### config.mk
export PLATFORM = sky130hd
export DESIGN_NAME = mul_seq_flat
export DESIGN_NICKNAME = d
export VERILOG_FILES = /design/src/rtl/mul_pkg.sv /design/src/rtl/mul_seq_if.sv /design/src/rtl/dsp_mul16u.sv /design/src/rtl/mul_seq.sv /design/src/flat_wrapper.sv
export SDC_FILE = /design/constraint.sdc
export NUM_CORES = 1
export LEC_CHECK = 0
export CAP_MARGIN = 5
export CORE_MARGIN = 8
export CORE_UTILIZATION = 35
export DETAILED_ROUTE_END_ITERATION = 6
export DONT_BUFFER_PORTS = 1
export GPL_TIMING_DRIVEN = 1
export PLACE_DENSITY = 0.6
export SLEW_MARGIN = 25
export SYNTH_ARGS = -nofsm -noshare
export SYNTH_HDL_FRONTEND = slang
export SYNTH_SLANG_ARGS = --single-unit
### constraint.sdc
create_clock -name clk -period 13.6 [get_ports clk]
set_input_delay 2.72 -clock clk [delete_from_list [all_inputs] [get_ports clk]]
set_output_delay 2.72 -clock clk [all_outputs]
set_load 0.1 [all_outputs]
### src/rtl/mul_pkg.sv
// Shared definitions for the sequential limb multiplier: op encodings, FSM states
// and the limb-pair sequencing helper.
package mul_pkg;

  localparam int LIMB  = 16;
  localparam int MAX_N = 4;

  typedef enum logic [1:0] {
    MUL_LO  = 2'b00,
    MULH_SS = 2'b01,
    MULH_SU = 2'b10,
    MULH_UU = 2'b11
  } op_e;

  typedef enum logic [1:0] {
    IDLE,
    MAC,
    CORR,
    DONE
  } state_e;

  // Next limb-pair index after k (i = k/n, j = k%n); n*n means no pair remains.
  // MUL skips pairs whose weight lands entirely in the discarded high half.
  function automatic int next_limb(op_e op, int k, int n);
    int nxt;
    nxt = n * n;
    for (int t = MAX_N * MAX_N - 1; t > 0; t--) begin
      if (t > k && t < n * n && (op != MUL_LO || (t / n + t % n) < n)) nxt = t;
    end
    return nxt;
  endfunction

endpackage

### src/rtl/mul_seq_if.sv
// Request/response handshake bundle between the execute stage and mul_seq.
interface mul_seq_if #(
  parameter int WIDTH = 32
);
  logic              in_valid;
  logic              in_ready;
  logic [WIDTH-1:0]  a;
  logic [WIDTH-1:0]  b;
  mul_pkg::op_e      op;
  logic              out_valid;
  logic              out_ready;
  logic [WIDTH-1:0]  result;
  logic              busy;

  modport master (
    output in_valid, a, b, op, out_ready,
    input  in_ready, out_valid, result, busy
  );

  modport slave (
    input  in_valid, a, b, op, out_ready,
    output in_ready, out_valid, result, busy
  );
endinterface

### src/rtl/dsp_mul16u.sv
// Unsigned 16x16->32 partial-product unit; written so it maps onto one SB_MAC16
// with every pipeline register bypassed and both operands unsigned.
module dsp_mul16u (
  input  logic [15:0] a,
  input  logic [15:0] b,
  output logic [31:0] p
);
  assign p = 32'(a) * 32'(b);
endmodule

### src/rtl/mul_seq.sv
// Sequential WIDTH x WIDTH multiplier: one 16x16 limb product per cycle into a
// 2*WIDTH accumulator, then a single signed-correction step.
module mul_seq
  import mul_pkg::*;
#(
  parameter int WIDTH = 32
) (
  input  logic        clk,
  input  logic        rst,
  mul_seq_if.slave    bus
);

  localparam int N  = WIDTH / LIMB;
  localparam int KN = N * N;
  localparam int KW = (KN > 1) ? $clog2(KN) : 1;
  localparam int AW = 2 * WIDTH;

  state_e            state_q, state_d;
  op_e               op_q, op_d;
  logic [WIDTH-1:0]  a_q, a_d;
  logic [WIDTH-1:0]  b_q, b_d;
  logic [WIDTH-1:0]  result_q, result_d;
  logic [AW-1:0]     acc_q, acc_d;
  logic [KW-1:0]     k_q, k_d;
  logic              in_ready_q, in_ready_d;
  logic              out_valid_q, out_valid_d;
  logic              busy_q, busy_d;

  int                pair_i, pair_j, nxt_k;
  logic [LIMB-1:0]   dsp_a, dsp_b;
  logic [2*LIMB-1:0] dsp_p;
  logic [AW-1:0]     pp_shifted, corr;
  logic              sa, sb;

  dsp_mul16u u_dsp (
    .a (dsp_a),
    .b (dsp_b),
    .p (dsp_p)
  );

  // The first limb pair is taken straight from the request at accept, which
  // saves a cycle and gives the N^2+1 / N(N+1)/2+1 latencies.
  always_comb begin : operand_sel
    pair_i = int'(k_q) / N;
    pair_j = int'(k_q) % N;
    if (state_q == IDLE) begin
      dsp_a = bus.a[LIMB-1:0];
      dsp_b = bus.b[LIMB-1:0];
      nxt_k = next_limb(bus.op, 0, N);
    end else begin
      dsp_a = a_q[LIMB*pair_i +: LIMB];
      dsp_b = b_q[LIMB*pair_j +: LIMB];
      nxt_k = next_limb(op_q, int'(k_q), N);
    end
    pp_shifted = AW'(dsp_p) << (LIMB * (pair_i + pair_j));
    sa   = a_q[WIDTH-1] && (op_q == MULH_SS || op_q == MULH_SU);
    sb   = b_q[WIDTH-1] && (op_q == MULH_SS);
    corr = (sa ? {b_q, {WIDTH{1'b0}}} : '0) + (sb ? {a_q, {WIDTH{1'b0}}} : '0);
  end

  always_comb begin : next_state
    // NOTE: every _d starts as its _q so no branch of the case can infer a latch.
    state_d     = state_q;
    op_d        = op_q;
    a_d         = a_q;
    b_d         = b_q;
    result_d    = result_q;
    acc_d       = acc_q;
    k_d         = k_q;
    in_ready_d  = in_ready_q;
    out_valid_d = out_valid_q;
    busy_d      = busy_q;

    unique case (state_q)
      IDLE: begin
        if (bus.in_valid) begin
          a_d        = bus.a;
          b_d        = bus.b;
          op_d       = bus.op;
          in_ready_d = 1'b0;
          busy_d     = 1'b1;
          k_d        = '0;
          if (bus.a == '0 || bus.b == '0) begin
            acc_d       = '0;
            result_d    = '0;
            out_valid_d = 1'b1;
            state_d     = DONE;
          end else begin
            acc_d = AW'(dsp_p);
            if (nxt_k >= KN) begin
              state_d = CORR;
            end else begin
              state_d = MAC;
              k_d     = KW'(nxt_k);
            end
          end
        end
      end
      MAC: begin
        acc_d = acc_q + pp_shifted;
        if (nxt_k >= KN) begin
          state_d = CORR;
          k_d     = '0;
        end else begin
          k_d = KW'(nxt_k);
        end
      end
      CORR: begin
        // Subtracting the sign-weighted cross terms turns the unsigned product signed.
        acc_d       = acc_q - corr;
        result_d    = (op_q == MUL_LO) ? acc_d[WIDTH-1:0] : acc_d[AW-1:WIDTH];
        out_valid_d = 1'b1;
        state_d     = DONE;
      end
      DONE: begin
        if (bus.out_ready) begin
          out_valid_d = 1'b0;
          in_ready_d  = 1'b1;
          busy_d      = 1'b0;
          state_d     = IDLE;
        end
      end
      default: state_d = IDLE;
    endcase
  end

  always_ff @(posedge clk) begin
    // NOTE: non-blocking assignments so every flop samples pre-edge values.
    if (rst) begin
      state_q     <= IDLE;
      op_q        <= MUL_LO;
      a_q         <= '0;
      b_q         <= '0;
      result_q    <= '0;
      acc_q       <= '0;
      k_q         <= '0;
      in_ready_q  <= 1'b1;
      out_valid_q <= 1'b0;
      busy_q      <= 1'b0;
    end else begin
      state_q     <= state_d;
      op_q        <= op_d;
      a_q         <= a_d;
      b_q         <= b_d;
      result_q    <= result_d;
      acc_q       <= acc_d;
      k_q         <= k_d;
      in_ready_q  <= in_ready_d;
      out_valid_q <= out_valid_d;
      busy_q      <= busy_d;
    end
  end

  assign bus.in_ready  = in_ready_q;
  assign bus.out_valid = out_valid_q;
  assign bus.result    = result_q;
  assign bus.busy      = busy_q;

endmodule

### src/flat_wrapper.sv
// flat-port wrapper written by rule: the top's interface ports become plain ports
module mul_seq_flat import mul_pkg::*;
#(
  parameter int WIDTH = 32
)
  (clk, rst, bus_in_valid, bus_a, bus_b, bus_op, bus_out_ready, bus_in_ready, bus_out_valid, bus_result, bus_busy);
  mul_seq_if #(.WIDTH(WIDTH)) bus_i ();
  input  logic clk;
  input  logic rst;
  input wire logic [$bits(bus_i.in_valid)-1:0] bus_in_valid;
  input wire logic [$bits(bus_i.a)-1:0] bus_a;
  input wire logic [$bits(bus_i.b)-1:0] bus_b;
  input wire logic [$bits(bus_i.op)-1:0] bus_op;
  input wire logic [$bits(bus_i.out_ready)-1:0] bus_out_ready;
  output wire logic [$bits(bus_i.in_ready)-1:0] bus_in_ready;
  output wire logic [$bits(bus_i.out_valid)-1:0] bus_out_valid;
  output wire logic [$bits(bus_i.result)-1:0] bus_result;
  output wire logic [$bits(bus_i.busy)-1:0] bus_busy;
  assign bus_i.in_valid = bus_in_valid;
  assign bus_i.a = bus_a;
  assign bus_i.b = bus_b;
  assign bus_i.op = bus_op;
  assign bus_i.out_ready = bus_out_ready;
  assign bus_in_ready = bus_i.in_ready;
  assign bus_out_valid = bus_i.out_valid;
  assign bus_result = bus_i.result;
  assign bus_busy = bus_i.busy;
  mul_seq #(.WIDTH(WIDTH)) u_core (.clk(clk), .rst(rst), .bus(bus_i));
endmodule
==> impl_metrics.yaml <==
outcome:
  status: "finished clean"
clock_network:
  cts.repair.resized: 0
  clk_latency_ps: 480
  cts_setup_buffers: 0
  clk_path_buf_depth: 2
  cts-root-buf: "clkbuf_16"
  holdBufCountCts: 0
  cts.sinks: 169
  clkTransAtPathRegs_ps: 90
  cts_buffers: 17
  cts_max_level: 4
  tritoncts: "built"
floorplanning:
  start_util: 0.3524
  die_h_um: 272.8
  die-area_sq_um: 74440
  rows: 94
  io_pins: 105
  die_w_um: 272.8
  coreArea_sq_um: 65510
cells_and_area:
  final_area_sq_um: 24600
  area_growth_pct: 6.574
  num_antenna_cells: 0
  num-nets-final: 3403
  drive_gt1_frac: 0.04912
  fillerInstances: 6823
timing:
  min_period_over_period: 0.8746
  fin_skew_ps: 21.52
  fmaxAchievable_mhz: 84.08
  post-route-min-period_ps: 11890
  finalSetupViolations: 0
  drv_slew: 0
  rsz0062_at_grt: "no"
  hold_viol_final: 0
  fin_ws_ps: 1706
  setup_tns_ps: 0
  worstMarginPinSlew_ps: 1141
  relSlewSlack: 0.2320
setup_path:
  path_buf_inv: 5
  critPathCaptureType: "flop"
  cp_top_family: "compound AO/OA/AOI/OAI gates"
  cp.arrival_ps: 12270
  critical_path.slowest_cell: "o21ai_1"
  worstPathRequired_ps: 13980
  max_stage_delay_ps: 580
  cp.depth: 35
  crit_top_cell: "fa_1"
  cp_max_fo: 10
  crit_path_start: "bus_a[7]"
  r2r-start: "u_core.state_q[0]$_SDFFE_PP0P_"
  rr_worst_depth: 36
  start_kind: "primary input"
  worstSetupPathType: "primary input to flop"
yosys:
  synthArstFlopShare: 0
  syn_area_sq_um: 23090
  synthFlopType: "dfxtp_1"
  yosysTopAreaCellShare: 0.1960
  synthTopCellsByArea: "fa_1, dfxtp_1, ha_1, nand2_1, inv_1"
  yosysMostFrequentCell: "nand2_1"
  yosys-top-cells-count: "nand2_1, inv_1, nor2_1"
  syn_nets: 3484
  synth_enable_flop_cells: 0
  yosysTopAreaCell: "fa_1"
  syn_inst: 2979
  postSynthAreaPerCell_sq_um: 7.750
  ys_types: 96
  seq_area_frac_synth: 0.1465
  ys_seq_elements: 169
  synth_warnings: 0
drt:
  drc: 0
  viasPerCell: 5.811
  dr.pass1.iters: 6
  drt_first_iter_violations: 2502
  wl_mm: 92.18
  antenna_left: 0
  wl_per_cell_um: 24.42
  dr_total_vias: 21940
worst_hold_path:
  hold_class: "flop to flop"
  worstHoldPathCells: 2
  hold_start: "u_core.op_q[1]$_SDFFE_PP0P_"
global_routing:
  grt_pass1_wl_mm: 136.5
  grt_max_degree: 142
  grt_pass1_vias: 20570
  grtUsageTotal: 0.2407
  grt_overflow: 0
  antenna_found_initial: 2
place:
  pre_cts_ws_ps: 1461
  place_hpwl_mm: 74.43
  dpl_cell_area_sq_um: 23970
  numPortBuffers: 0
  gp_congestion: 1.007
flow_run:
  cap_violations: 0
## layer usage
layer	track usage	up-vias	routed length, um
met3	0.05777	165	9270
met5	0	-	17
met4	0.09473	2	3939
met1	0.3441	10690	40680
li1	-	10000	-
met2	0.3447	1074	38270
## layout make-up
class | instances | area, sq um | share of cell area
well taps | 864 | 1081 | 0.04394
repair buffers | 45 | 337.8 | 0.01373
flip-flops and latches | 169 | 3383 | 0.1375
clock inverters | 15 | 198.9 | 0.008085
multi-input cells | 2381 | 18110 | 0.7361
clock buffers | 17 | 425.4 | 0.01729
inverters | 284 | 1066 | 0.04333
## tightest hold or removal path: cells and delay by family (launching register included)
kind / cells / cell delay (ps)
compound gates: 1 / 60
flops: 1 / 320
simple gates: 1 / 50
## metrics by stage
stage | std cells | utilization | hold slack [ps]
final | 3775 | 0.3756 | 475.4
after global routing | 3775 | 0.3756 | 488.8
after CTS | 3775 | 0.3755 | 463.6
after detailed placement | 3743 | 0.3660 | 452.4
after global placement | 3743 | 0.3660 | 440.6
after floorplan | 2979 | - | 436.3
## sequential cells by signal, summed over array words and instances, names as in the netlist
| signal | cells |
|---|---|
| u_core.bus.busy | 1 |
| u_core.b_q | 32 |
| u_core.a_q | 32 |
| u_core.k_q | 2 |
| u_core.bus.out_valid | 1 |
| u_core.state_q | 2 |
| u_core.bus.result | 32 |
| u_core.bus.in_ready | 1 |
| u_core.acc_q | 64 |
| u_core.op_q | 2 |
## cell families (layout without fill, tap and decap cells)
| logic type | Yosys count | in the layout | share of synthesized area |
|---|---|---|---|
| compound gates | 730 | 730 | 0.2107 |
| xor+xnor | 95 | 95 | 0.03604 |
| fa+ha+maj | 435 | 435 | 0.3092 |
| buf+inv | 429 | 361 | 0.07094 |
| flops | 169 | 169 | 0.1465 |
| mux | 57 | 57 | 0.02531 |
| simple gates | 1064 | 1064 | 0.2012 |
## placed cells by master, fill, tap and decap left out, drive strengths merged, types with 45 or more instances in the layout
cell type	synthesis	layout
nand2	521	521
dfxtp	169	169
buf	24	45
a21oi	205	205
inv	283	289
nor3	47	47
ha	209	209
mux2i	46	46
o21a	57	57
fa	226	226
nor2	270	270
o21ai	159	159
xnor2	64	64
## worst paths after layout
kind,endpoint,slack [ps]
setup / recovery,u_core.acc_q[62]$_SDFFE_PP0P_,1710
setup reg to reg,u_core.acc_q[62]$_SDFFE_PP0P_,2340
hold / removal,u_core.op_q[1]$_SDFFE_PP0P_,480
hold reg to reg,u_core.op_q[1]$_SDFFE_PP0P_,480
Power is not shown: default switching activity piles up to over one toggle a cycle in this logic, so the estimate is an artifact.
